==> src/rtl/mat_product_gen.sv <==
// mat_product_gen
//   Front end of the 4x4 matrix-multiply datapath. Captures two 4x4 unsigned
//   matrices A and B on an accepted start, then forms all 64 partial products
//   A[i][k]*B[k][j] using NMUL multipliers per cycle (64/NMUL cycles total).
//   Product p = i*16 + j*4 + k, so each run of 4 consecutive lanes sums to
//   one C[i][j] in the downstream adder stage.
//
// Ports
//   clk    in   clock, rising edge
//   reset  in   synchronous active-high reset
//   start  in   operation request, honoured only when idle
//   A_in   in   A[i][k] at A_in[(i*4+k)*DW +: DW]
//   B_in   in   B[k][j] at B_in[(k*4+j)*DW +: DW]
//   busy   out  high whenever not idle
//   valid  out  all 64 products complete and held
//   ready  in   downstream accepts the products (only looked at in DONE)
//   P_out  out  product p at P_out[p*PW +: PW]
//
// state | meaning
// IDLE  | waiting for start; operands may change freely
// MULT  | NMUL products per cycle, cnt selects the lane group
// DONE  | valid high, products frozen until ready
module mat_product_gen #(
  parameter int DW   = 8,
  parameter int PW   = 18,
  parameter int NMUL = 4
) (
  input  logic             clk,
  input  logic             reset,
  input  logic             start,
  input  logic [16*DW-1:0] A_in,
  input  logic [16*DW-1:0] B_in,
  output logic             busy,
  output logic             valid,
  input  logic             ready,
  output logic [64*PW-1:0] P_out
);

  localparam int NCYC = 64 / NMUL;
  localparam int CW   = (NCYC > 1) ? $clog2(NCYC) : 1;
  localparam logic [CW-1:0] CNT_LAST = CW'(NCYC - 1);

  if ((64 % NMUL) != 0 || PW < 2*DW + 2) begin : g_param_err
    $error("mat_product_gen: NMUL must divide 64 and PW must be >= 2*DW+2");
  end

  typedef enum logic [1:0] {IDLE, MULT, DONE} state_t;

  state_t          state_q;
  logic [CW-1:0]   cnt_q;
  logic            busy_q;
  logic            valid_q;
  logic [DW-1:0]   a_q [16];
  logic [DW-1:0]   b_q [16];
  logic [PW-1:0]   p_q [64];

  logic [5:0]      lane_idx  [NMUL];
  logic [2*DW-1:0] lane_prod [NMUL];

  // Lane m handles product p = cnt*NMUL + m. With p = i*16 + j*4 + k the
  // A element index i*4+k is {p[5:4],p[1:0]} and the B index k*4+j is
  // {p[1:0],p[3:2]}. At NMUL=64 the 6-bit cast of NMUL wraps to 0, which is
  // harmless because cnt never leaves 0 there.
  for (genvar m = 0; m < NMUL; m++) begin : g_lane
    assign lane_idx[m]  = 6'(cnt_q) * 6'(NMUL) + 6'(m);
    assign lane_prod[m] = (2*DW)'(a_q[{lane_idx[m][5:4], lane_idx[m][1:0]}])
                        * (2*DW)'(b_q[{lane_idx[m][1:0], lane_idx[m][3:2]}]);
  end

  always_ff @(posedge clk) begin
    if (reset) begin
      state_q <= IDLE;
      cnt_q   <= '0;
      busy_q  <= 1'b0;
      valid_q <= 1'b0;
      for (int e = 0; e < 16; e++) begin
        a_q[e] <= '0;
        b_q[e] <= '0;
      end
      for (int p = 0; p < 64; p++) p_q[p] <= '0;
    end else begin
      case (state_q)
        IDLE: begin
          if (start) begin
            for (int e = 0; e < 16; e++) begin
              a_q[e] <= A_in[e*DW +: DW];
              b_q[e] <= B_in[e*DW +: DW];
            end
            cnt_q   <= '0;
            busy_q  <= 1'b1;
            state_q <= MULT;
          end
        end
        MULT: begin
          for (int m = 0; m < NMUL; m++) p_q[lane_idx[m]] <= PW'(lane_prod[m]);
          if (cnt_q == CNT_LAST) begin
            cnt_q   <= '0;
            valid_q <= 1'b1;
            state_q <= DONE;
          end else begin
            cnt_q <= cnt_q + 1'b1;
          end
        end
        DONE: begin
          // start is deliberately not examined here, even alongside ready
          if (ready) begin
            valid_q <= 1'b0;
            busy_q  <= 1'b0;
            state_q <= IDLE;
          end
        end
        default: begin
          valid_q <= 1'b0;
          busy_q  <= 1'b0;
          state_q <= IDLE;
        end
      endcase
    end
  end

  assign busy  = busy_q;
  assign valid = valid_q;

  for (genvar p = 0; p < 64; p++) begin : g_pack
    assign P_out[p*PW +: PW] = p_q[p];
  end

endmodule
==> config.mk <==
export PLATFORM = sky130hd
export DESIGN_NAME = mat_product_gen
export DESIGN_NICKNAME = d
export VERILOG_FILES = /design/src/rtl/mat_product_gen.sv
export SDC_FILE = /design/constraint.sdc
export NUM_CORES = 2
export LEC_CHECK = 0
export CORE_AREA = 2 2 544 546
export DETAILED_ROUTE_END_ITERATION = 7
export DIE_AREA = 0 0 546 548
export GPL_ROUTABILITY_DRIVEN = 0
export SLEW_MARGIN = 20
export SYNTH_ARGS = -nofsm -noshare
export SYNTH_HDL_FRONTEND = slang
export SYNTH_SLANG_ARGS = --single-unit
==> constraint.sdc <==
create_clock -name clk -period 44.1 [get_ports clk]
set_input_delay 8.82 -clock clk [delete_from_list [all_inputs] [get_ports clk]]
set_output_delay 8.82 -clock clk [all_outputs]
set_load 0.005 [all_outputs]
======== Yosys cells after proc, flatten, opt, wreduce, memory -nomap -nowiden ========
Memory sizes are Yosys's and may differ from the RTL's. A register that Yosys moved wholly into a read port is not among the register bits.
Index checks and enable logic that the tools add are counted.
storage, ports and cells
  register bits ........................... 8
  memory bits (writable) .................. 1280
  input bits .............................. 260
  output and inout port bits .............. 1154
  word-level logic and storage cells ...... 134
  memories ................................ 3
memory list
  memory  depth  bits a word  read ports  clocked after Yosys merged registers in  wr ports  line  text
  p_q     64     16           64          0                                        64        55    logic [PW-1:0] p_q [64];
  a_q     16     8            4           1                                        16        53    logic [DW-1:0] a_q [16];
  b_q     16     8            4           1                                        16        54    logic [DW-1:0] b_q [16];
cells by class
  add/sub/neg operators ................... 4
  multiply operators ...................... 4
  equality and inequality tests ........... 6
  muxes and demuxes ....................... 69
  bitwise gates (word level) .............. 34
  reduce and logical (&&, ||, !) cells .... 10
operators by type and width
  operator                                                         count
  8-bit 2-to-1 mux                                                 32
  8-bit by 8-bit multiplier with 16-bit output                     4
  16-bit 2-to-1 mux                                                4
  16-bit OR reduction                                              4
  1-bit bitwise OR                                                 32
  4-bit 2-to-1 mux                                                 6
  6-bit 2-to-1 mux                                                 4
  1-bit 2-to-1 mux                                                 16
  6-bit by 2-bit adder with 6-bit output, second input constant    2
  3-bit AND reduction                                              3
  4-bit one-hot mux with 2 select lines                            1
  6-bit by 1-bit adder with 6-bit output, second input constant    1
  2-bit 2-to-1 mux                                                 3
  2-bit != test, second input constant                             3
  1-bit one-hot mux with 3 select lines                            2
  2-bit one-hot mux with 3 select lines                            1
  4-bit by 1-bit adder with 4-bit output, second input constant    1
  4-bit == test, second input constant                             1
  2-bit by 1-bit == test with 1-bit output, second input constant  1
  2-bit == test, second input constant                             1
  2-bit zero test                                                  1
  1-bit inverter                                                   2
  2-bit AND reduction                                              1
  2-bit nonzero test                                               1

======== Logic depth before layout (Yosys ltp) ========
  word-level depth ........................ 6
  mapped depth ............................ 22
  mapped depth without buffers ............ 16

======== Worst setup path after synthesis ========
OpenSTA, ideal clock, no wires.
  path type ............................... input to register
  start ................................... in start
  end ..................................... mem a_q[0][0] (enable)
  data arrival time ....................... 20.632 ns
  setup slack ............................. 22.541 ns
  stages on the path ...................... 2
  path through ............................ nand2b_1 -> o21bai_1
RTL lines
  item                line  text
  start: declaration  30    input logic start,
  end: declaration    53

==> metrics.md <==
| Metric | Value |
|---|---|
| Vias per cell | 4.126 |
| Max FO, Critical Path | between 80 and 90 |
| Post-CTS Setup Repair Bufs | 0 |
| Clock sink total | 1292 |
| Leakage | slightly below 30 nW |
| Core area | around 290000 µm² |
| Relative slew slack | 0.2138 |
| Core Rows | 199 |
| Fmax | between 70 and 80 MHz |
| CP Launch Type | input port |
| Crit Reg-Reg Startpoint | cnt_q[2] |
| Setup_tns | 0 ns |
| First-pass GRT wire length | approximately 330000 µm |
| Initial antenna violation count | 35 |
| H-Tree Depth | 4 |
| Inst Count DP | between 9k and 10k |
| Worst setup EP type | register |
| Remaining antenna violation count | 0 |
| Multi-input gate area | 17440 µm² |
| CP startpoint | start |
| Gr usage total | 0.1626 |
| Slowest CP cell | buf_4 |
| DRT Pass-1 Iters | 5 |
| CTS buffer count | 150 |
| CP most frequent cell | buf_4 |
| Ys Warns | 0 |
| Wire length per cell | between 20 and 30 µm |
| Detail Placement HPWL | approximately 180000 µm |
| Total grt overflow | 0 |
| Residual DRC | 0 |
| Port Buffer Count | around 1.3k |
| Min Tclk post-route | approximately 13 ns |
| CTS Buffer Depth | 4 |
| Worst-Margin Slew | about 1.2 ns |
| Hold_sp | busy |
| Die X | 546 µm |
| Via count | slightly below 40k |
| Fillers | around 30k |
| Mapped Cells | just over 4k |
| Clock root buffer master | clkbuf_16 |
| Util after Layout | 0.2748 |
| Initial Util | 0.1971 |
| # setup viols final | 0 |
| Io pins | between 1k and 1.5k |
| Sequential share of the synthesized area | 0.6696 |
| Area grow syn2layout | 39.43% |
| Crit path kind | in -> reg |
| Drt initial violations | around 3.7k |
| Distinct cells, synth | between 60 and 70 |
| Max VDD drop | 0.04077 mV |
| CP Data Required Time | 44.48 ns |
| Pin count of the biggest net entering global routing | approximately 120 |
| Power Total | 3.545 mW |
| Final Hold Viols | 0 |
| CP cell instances | clkdlybuf4s50_1 -> nand2b_1 -> o21bai_4 -> buf_4 -> buf_4 -> buf_4 |
| Synth async-reset ratio | 0 |
| Share of layout cells above drive strength 1 | 0.09050 |
| Die height | ~550 µm |
| Max Slew Vio Count | 0 |
| Final Skew | between 0.08 and 0.09 ns |
| # Max-Cap Violations | 0 |
| Die area | approximately 300000 µm² |
| Post-cts sizing count | 0 |
| Nets | around 6k |
| Hold Crit Class | reg -> reg |
| #FFs+latches synth | 1292 |
| Final worst-path cycle share | 0.2863 |
| Register Area | slightly below 40000 µm² |
| Hold WS | ~0.53 ns |
| Finished Layout Cells | roughly 9.5k |
| Mapped cell area | slightly below 60000 µm² |
| RSZ-0062 raised after global routing | no |
| Syn avg cell area | around 14 µm² |
| EDFF count, synth | between 1k and 1.5k |
| Number of global-route vias before repair | roughly 39k |
| Clock-pin slew on the worst setup and hold paths | roughly 0.060 ns |
| Hold buffers post-CTS | 0 |
| Worst-Skew Late Latency | around 0.83 ns |
| Pwr dens | roughly 44 nW/µm² |
| Main synth FF type | edfxtp_1 |
| Status | complete, no violations |
| Final wirelength | 254000 µm |
| CTS tree | yes |
| Peak per-stage delay on the critical path | between 0.8 and 0.9 ns |
| Worst EP arrival | roughly 13 ns |
-- kinds of logic (layout without fill, tap and decap cells) --
group	count (synthesis)	in the layout	share of synthesized area
AOI/OAI and AO/OA	198	198	0.02378
xor gates and xnor gates	20	20	0.003032
adders and majority gates	289	289	0.08132
buffers and inverters	587	1871	0.04874
DFF	1292	1292	0.6696
muxes	67	67	0.02552
other	1	141	0.00006492
and+or+nand+nor	1693	1693	0.1480
-- per-layer routing --
layer / part of all wire / up-vias / track usage
met4: 0.028 / 4 / 0.04604
met1: 0.40 / 19750 / 0.2061
li1: - / 16720 / -
met3: 0.084 / 335 / 0.03461
met2: 0.49 / 2352 / 0.2780
met5: 0.00011 / - / 0
-- layout by cell type (no fill, tap or decap), types with 19 or more instances in the layout --
| cell | Yosys | layout |
|---|---|---|
| clkbuf_1 | 173 | 26 |
| inv_1 | 210 | 210 |
| nand2_1 | 94 | 91 |
| bufinv_16 | 0 | 19 |
| clkinv_1 | 1 | 32 |
| a21o_1 | 29 | 29 |
| clkbuf_16 | 0 | 151 |
| nor2b_1 | 105 | 105 |
| edfxtp_1 | 1280 | 1280 |
| mux4_2 | 64 | 64 |
| a21oi_1 | 68 | 68 |
| conb_1 | 1 | 128 |
| ha_1 | 145 | 143 |
| fa_1 | 144 | 141 |
| and2_1 | 554 | 554 |
| nor3_1 | 191 | 177 |
| buf_4 | 132 | 104 |
| clkdlybuf4s50_1 | 0 | 1284 |
| nor2_1 | 651 | 649 |
-- state kept, by name, summed over array words and instances (netlist names), named ones only --
name / flops
b_q: 128
p_q: 1024
a_q: 128
cnt_q: 4
valid: 1
state_q: 2
busy: 1
-- worst max-delay path: cells and delay by family --
kind	cells	cell delay, ns
buffers and inverters	4	3.01
AOI/OAI and AO/OA	1	0.81
and+or+nand+nor	1	0.16
-- worst paths after layout --
| check | to | slack (ns) | cells past startpoint |
|---|---|---|---|
| setup / recovery | b_q[1][1] | 31.47 | 6 |
| hold / removal | busy | 0.53 | 2 |
| setup reg to reg | p_q[38][15] | 36.81 | 15 |
| hold reg to reg | busy | 0.53 | 2 |
-- power by group --
part | internal, mW | total [mW] | switching [mW]
Clock | 0.749 | 1.29 | 0.537
Combinational | 0.227 | 0.822 | 0.595
Sequential | 1.41 | 1.44 | 0.0258
-- cell usage after synthesis, types with 18 or more instances --
cell type	n	area, µm²
inv_1	210	788.3
a21o_1	29	217.7
nand2_1	94	352.8
fa_1	144	2883
nor2_1	651	2444
a21oi_1	68	340.3
clkbuf_1	173	649.4
nand3_1	19	95.09
buf_2	50	250.2
mux4_2	64	1441
edfxtp_1	1280	38440
nor3_1	191	955.9
ha_1	145	1814
buf_4	132	991.0
nand2b_1	26	162.7
nor2b_1	105	656.9
and2_1	554	3466
o21ai_0	18	90.09
-- per-stage QoR --
stage | setup slack (ns) | area, µm²
CTS | 31.60 | 80440
detailed placement | 30.73 | 75440
finish | 31.47 | 80540
global route | 31.26 | 80510
floorplan | 22.54 | 58240
global placement | 30.80 | 75430
-- final cells by class --
class,count,share of cell area
antenna,13,0.0004039
timing repair buffer,1390,0.1699
inverter,211,0.009834
multi-input combinational,2395,0.2166
sequential,1292,0.4803
clock inverter,93,0.01395
tap,3919,0.06088
clock buffer,177,0.04813
No activity file was read; power rests on OpenSTA's default activity.
